[src/rtl/somador_5bits_pkg.sv]
// Shared constants for the instruction-fetch PC increment path.
package somador_5bits_pkg;

    localparam int unsigned PC_WIDTH = 5;
    localparam logic [4:0]  PC_STEP  = 5'd4;

endpackage

[src/rtl/full_adder.sv]
// One-bit full adder cell; the ripple chain in somador_5bits is built from these.
module full_adder (
    input  logic a,
    input  logic b,
    input  logic cin,
    output logic s,
    output logic cout
);

    assign s    = a ^ b ^ cin;
    assign cout = (a & b) | (cin & (a ^ b));

endmodule

[src/rtl/somador_5bits.sv]
// Ripple-carry adder with combinational sum/flags for same-cycle PC update,
// plus an optional registered copy of the result for pipelined consumers.
module somador_5bits
    import somador_5bits_pkg::*;
#(
    parameter int unsigned WIDTH   = PC_WIDTH,
    parameter bit          REG_OUT = 1'b1
) (
    input  logic             clk,
    input  logic             reset,
    input  logic [WIDTH-1:0] a,
    input  logic [WIDTH-1:0] b,
    input  logic             cin,
    output logic             cout,
    output logic [WIDTH-1:0] sum,
    output logic             ovf,
    output logic             zero,
    output logic [WIDTH-1:0] sum_q,
    output logic             cout_q,
    output logic             ovf_q
);

    logic [WIDTH:0] c;

    assign c[0] = cin;

    for (genvar i = 0; i < WIDTH; i++) begin : g_bit
        full_adder u_fa (
            .a    (a[i]),
            .b    (b[i]),
            .cin  (c[i]),
            .s    (sum[i]),
            .cout (c[i+1])
        );
    end

    // Signed overflow: carry into the MSB differs from carry out of it.
    assign cout = c[WIDTH];
    assign ovf  = c[WIDTH] ^ c[WIDTH-1];
    assign zero = ~|sum;

    if (REG_OUT) begin : g_reg
        always_ff @(posedge clk or posedge reset) begin
            if (reset) begin
                sum_q  <= '0;
                cout_q <= 1'b0;
                ovf_q  <= 1'b0;
            end else begin
                sum_q  <= sum;
                cout_q <= cout;
                ovf_q  <= ovf;
            end
        end
    end else begin : g_noreg
        assign sum_q  = '0;
        assign cout_q = 1'b0;
        assign ovf_q  = 1'b0;
    end

endmodule

[config.mk]
export PLATFORM = sky130hd
export DESIGN_NAME = somador_5bits
export DESIGN_NICKNAME = d
export VERILOG_FILES = /design/src/rtl/somador_5bits_pkg.sv /design/src/rtl/full_adder.sv /design/src/rtl/somador_5bits.sv
export SDC_FILE = /design/constraint.sdc
export NUM_CORES = 1
export LEC_CHECK = 0
export BUFFER_PORTS_ARGS = -buffer_cell sky130_fd_sc_hd__buf_2
export CORE_AREA = 2 2 39 41
export CTS_BUF_LIST = sky130_fd_sc_hd__clkbuf_4 sky130_fd_sc_hd__clkbuf_8
export DETAILED_ROUTE_END_ITERATION = 12
export DIE_AREA = 0 0 41 43
export GPL_TIMING_DRIVEN = 0
export PLACE_DENSITY = 0.74
export SLEW_MARGIN = 20
export SYNTH_ARGS = -nofsm -noshare
export SYNTH_HDL_FRONTEND = slang
export SYNTH_SLANG_ARGS = --single-unit
[constraint.sdc]
create_clock -name clk -period 4.6 [get_ports clk]
set_input_delay 1.38 -clock clk [delete_from_list [all_inputs] [get_ports clk]]
set_output_delay 1.38 -clock clk [all_outputs]
set_load 0.05 [all_outputs]
==> results of run 1 <==
how the worst max path moves through the flow:
stage	start	to	slack [ns]	cells after the start
floorplan	a[0]	zero	-0.70	10
global placement	a[0]	zero	-0.73	12
detailed placement	a[0]	zero	-0.75	12
CTS	cin	zero	-0.47	12
global route	cin	zero	-0.52	12
finish	cin	zero	-0.45	12
per-layer routing:
metal	GRT usage, %	vias up
met5	0	-
met4	10.0	0
met3	2.09	0
met2	17.2	15
met1	8.81	148
li1	-	150
critical path: stages:
cell     delay (ns)
buf_6          0.09
fa_2           0.37
inv_2          0.06
fa_2           0.18
inv_2          0.04
fa_2           0.32
inv_2          0.06
fa_2           0.20
inv_2          0.04
fa_2           0.46
nor4b_4        0.28
buf_6          0.19
through the flow:
| step | hold slack (ns) | setup TNS, ns | instances | cell area, um2 | total power, mW |
|---|---|---|---|---|---|
| 2_1_floorplan | 1.18 | -1.47 | 31 | 425 | 0.203 |
| 5_1_grt | 1.06 | -1.63 | 82 | 697 | 0.328 |
| 3_5_place_dp | 1.31 | -2.50 | 74 | 581 | 0.235 |
| 3_3_place_gp | 1.30 | -2.42 | 74 | 581 | 0.232 |
| 6_report | 1.04 | -1.31 | 82 | 697 | 0.313 |
| 4_1_cts | 1.04 | -1.27 | 81 | 682 | 0.314 |
cell families (layout without fill, tap and decap cells):
family / Yosys count / count (layout) / synth area share, %
simple gates: 2 / 2 / 7.05
xor+xnor: 1 / 1 / 2.24
flops: 7 / 7 / 44.9
buf+inv: 16 / 51 / 20.2
fa+ha+maj: 5 / 5 / 25.6
state kept, by name (all words and copies together), names as in the netlist:
name,flops
sum_q,5
cout_q,1
ovf_q,1
power groups by stage:
stage	clock (mW)	sequential [mW]	combinational (mW)
5_1_grt	0.0623	0.0753	0.190
4_1_cts	0.0607	0.0745	0.179
6_report	0.0582	0.0744	0.181
3_5_place_dp	0	0.0755	0.159
3_3_place_gp	0	0.0750	0.157
2_1_floorplan	0	0.115	0.0880
synth_stat cells:
| cell type | instances |
|---|---|
| nor4b_4 | 1 |
| inv_1 | 10 |
| dfrtp_1 | 7 |
| inv_2 | 1 |
| buf_4 | 5 |
| nor2_1 | 1 |
| fa_1 | 5 |
| xnor2_1 | 1 |
timing repair:
| item | 4_1_cts | 5_1_grt |
|---|---|---|
| setup buffers | 3 | 1 |
| endpoints found under the setup margin | 5 | 5 |
| cloned | 0 | 0 |
| pin swaps | 6 | 0 |
| resized for setup | 14 | 2 |
| hold buffers | 0 | 0 |
final cells by class:
cell class	instances	area (um2)	share of cell area, %
plain buffers	5	45.0	6.46
clock buffers	4	30.0	4.31
inverters	11	41.3	5.92
multi-input cells	8	168	24.1
flip-flops and latches	7	175	25.1
well taps	16	20.0	2.87
repair buffers	31	218	31.2
==> impl_metrics.tcl, run 1 <==
set metrics [dict create \
    outcome "complete, but fails checks" \
    failed_checks "negative setup slack" \
    arrival_ns 3.67 \
    h-tree-depth 1 \
    hold_viol_final 0 \
    post-route-drc-count 0 \
    antenna_found_initial 0 \
    final_cell_mix "buf_2 (21), dfrtp_1 (7), inv_1 (6), buf_4 (6), buf_6 (6)" \
    routed_wirelength_um 716 \
    ant_nets 0 \
    period_minus_slack_ns 5.05 \
    critical_path.endpoint_type "primary output" \
    gp_congestion 0.567 \
    syn-cell-area_um2 390 \
    syn-mean-instance-area_um2 12.6 \
    grt_pass1_vias 304 \
    port_buffers 27 \
    seqPwrFrac_pct 23.7 \
    crit_type "input pin to primary output" \
    worst_pin_slew_ns 0.262 \
    drt_first_pass_iters 1 \
    drt_iter0_drc 0 \
    swShare_pct 44.0 \
    synth_top_area_share_pct 44.9 \
    p_leak_nw 0.372 \
    power_frac_comb_pct 57.7 \
    ir_drop_mv 0.180 \
    maxCapViolCount 0 \
    min_path_type "input pin to async pin" \
    seq_area_frac_synth_pct 44.9 \
    p_per_area_nw_per_um2 450 \
    wl_met1_um 205 \
    synth_area_leaders "dfrtp_1 (45%), fa_1 (26%), buf_4 (9.6%), inv_1 (9.6%), nor4b_4 (6.1%)" \
    synth_top_area_cell "dfrtp_1" \
    synth.net_count 49 \
    ys_warn_count 0 \
    met2_length_um 439 \
    die_area_um2 1760 \
    grt_overflow 0 \
    vias_per_cell 3.82 \
    diodes 0 \
    layout-drive-gt1-share_pct 78.8 \
    slew_viol_final 0 \
    fin_util_pct 50.4 \
    fillers 131 \
    start_util_pct 28.2 \
    p_int_mw 0.175 \
    switchingPower_mw 0.138 \
    p_clk_share_pct 18.6 \
    period_share_pct 110 \
    cts.sinks 7 \
    area_delta_synth_final_pct 78.5 \
    met3_wirelength_um 71 \
    clk_pin_slew_ns 0.05 \
    relSlewSlack_pct 82.7 \
    dieHeight_um 43 \
    final_common_cell "buf_2" \
    cp_max_fo 3 \
    crit_required_ns 3.22 \
    setup_viol 5 \
    clockBufferDepth 2 \
    dpl_worst_slack_ns -0.746 \
    grt_max_degree 8 \
    syn_inst 31 \
    die_width_um 41 \
    via_count 313 \
    fmax_ghz 0.198 \
    place_hpwl_um 603 \
    cts_tree "yes" \
    synthDistinctLibCells 8 \
    rsz0062_at_grt "yes" \
    ys_seq_elements 7 \
    root_buffer "clkbuf_4" \
    grt_usage_pct 10.2 \
    io_pins 28 \
    detail_route.wl_per_cell_um 8.73 \
    top_layer "met3" \
    num_rows 14 \
    coreArea_um2 1380 \
    grt_pass1_wl_um 1150 \
    setup_ws_ns -0.454 \
    worst_setup_path_start_kind "input pin" \
    cts_made_buffers 3 \
    nets 85 \
]
No activity file was read; power rests on OpenSTA's default activity.
==> inputs of run 2 (changes only) <==
--- a/config.mk
+++ b/config.mk
@@ -11,7 +11,9 @@
 export DETAILED_ROUTE_END_ITERATION = 12
 export DIE_AREA = 0 0 41 43
 export GPL_TIMING_DRIVEN = 0
+export MAX_ROUTING_LAYER = met4
 export PLACE_DENSITY = 0.74
+export REMOVE_ABC_BUFFERS = 1
 export SLEW_MARGIN = 20
 export SYNTH_ARGS = -nofsm -noshare
 export SYNTH_HDL_FRONTEND = slang
==> impl_metrics.tcl, run 2 (synthesis results as in run 1) <==
set metrics [dict create \
    cts_hold_buf 0 \
    fin_tns_setup_ns -1.29 \
    clk_pin_slew_ns 0.05 \
    io_pins 28 \
    seq_area_um2 175 \
    start_util_pct 28.2 \
    failed_checks "negative setup slack" \
    drt_first_pass_iters 1 \
    slew_viol_final 0 \
    grt_usage_pct 8.87 \
    worstPathCellList "buf_6, fa_2, inv_2, fa_2, inv_2, fa_2, inv_2, fa_2, inv_2, fa_2, nor4b_4, buf_6" \
    layout-drive-gt1-share_pct 76.3 \
    cts.sinks 7 \
    gp_congestion 0.579 \
    place_hpwl_um 566 \
    regMostFlops "sum_q" \
    vias_per_cell 3.64 \
    dpl_worst_slack_ns -0.745 \
    antenna_found_initial 0 \
    maxCapViolCount 0 \
    nets 78 \
    ant_nets 0 \
    setup_viol 4 \
    min_path_type "input pin to async pin" \
    worst_pin_slew_ns 0.247 \
    arrival_ns 3.69 \
    grt_pass1_vias 288 \
    final_cell_mix "buf_2 (22), dfrtp_1 (7), inv_1 (6)" \
    post-route-drc-count 0 \
    cts_made_buffers 3 \
    largest_register_ffs 5 \
    crit_required_ns 3.22 \
    drt_iter0_drc 0 \
    period_share_pct 110 \
    grt_pass1_wl_um 1010 \
    setup_ws_ns -0.471 \
    cp_max_fo 3 \
    area_delta_synth_final_pct 57.7 \
    crit_top_cell "fa_2" \
    ir_drop_mv 0.147 \
    via_count 273 \
    fmax_ghz 0.197 \
    final_common_cell "buf_2" \
    reg.largest.list "sum_q: 5 flops, cout_q: 1 flops, ovf_q: 1 flops" \
    h-tree-depth 1 \
    relSlewSlack_pct 83.5 \
    cp_slowest_cell "fa_2" \
    die_width_um 41 \
    port_buffers 27 \
    critical_path.endpoint_type "primary output" \
    hold_viol_final 0 \
    crit_type "input pin to primary output" \
    root_buffer "clkbuf_4" \
    detail_route.wl_per_cell_um 9.05 \
    fillers 139 \
    outcome "complete, but fails checks" \
    grt_overflow 0 \
    num_rows 14 \
    diodes 0 \
    clockBufferDepth 2 \
    multiInputGateArea_um2 156 \
    slowest_delay_ns 0.46 \
    p_leak_nw 0.331 \
    p_per_area_nw_per_um2 466 \
    grt_max_degree 8 \
    routed_wirelength_um 679 \
    dieHeight_um 43 \
    cts_tree "yes" \
    rsz0062_at_grt "yes" \
    worst_setup_path_start_kind "input pin" \
    coreArea_um2 1380 \
    period_minus_slack_ns 5.07 \
    die_area_um2 1760 \
]
==> run 2: cell types whose count changed in the layout (fill, tap and decap cells not counted), sizes merged <==
cell / delta
buf: -7
==> run 2: final timing paths <==
path,startpoint,to,slack [ns],depth (start not counted)
min,reset,sum_q[3],1.05,2
min in group clk,cin,sum_q[0],1.47,2
max,cin,zero,-0.47,12
max in group asynchronous,reset,cout_q,3.35,2
==> run 2: power by group <==
group	total [mW]	switching [mW]	leakage, nW	internal [mW]
sequential	0.0742	0.00198	0.0816	0.0722
clock	0.0569	0.0182	0.0184	0.0387
combinational	0.156	0.112	0.231	0.0440
total	0.287	0.132	0.331	0.155
==> run 2: timing repair <==
item	in CTS	in global routing
pin swaps	6	5
buffers inserted	2	0
endpoints found under the setup margin	5	5
gates resized for setup	22	0
==> run 2: final cells by class <==
| cell class | instances | area share [%] |
|---|---|---|
| repair buffers | 29 | 31.3 |
| flip-flops and latches | 7 | 28.5 |
| multi-input cells | 8 | 25.4 |
| inverters | 11 | 6.71 |
| clock buffers | 4 | 4.88 |
| well taps | 16 | 3.25 |
==> run 2: metal layers <==
| metal | GRT usage, % | vias to the layer above | part of all wire, % |
|---|---|---|---|
| met5 | - | - | 0 |
| met4 | 6.00 | 0 | 0 |
| met3 | 0 | 0 | 9.0 |
| met2 | 16.3 | 14 | 61 |
| met1 | 8.08 | 124 | 30 |
| li1 | - | 135 | - |
==> run 2: through the flow <==
stage | util, % | cell area (um2) | instances | hold slack (ns) | total power [mW]
after floorplan | - | 353 | 26 | 1.18 | 0.184
after global placement | 36.7 | 508 | 69 | 1.30 | 0.211
after detailed placement | 36.7 | 508 | 69 | 1.31 | 0.213
after CTS | 44.5 | 616 | 75 | 1.06 | 0.290
after global routing | 44.5 | 616 | 75 | 1.08 | 0.300
final | 44.5 | 616 | 75 | 1.05 | 0.287
==> run 2: worst max-delay path: cells and delay by family <==
family                   cells  cell delay (ns)
adder cells (fa/ha/maj)      5             1.54
buffers and inverters        6             0.47
AND/OR/NAND/NOR              1             0.29
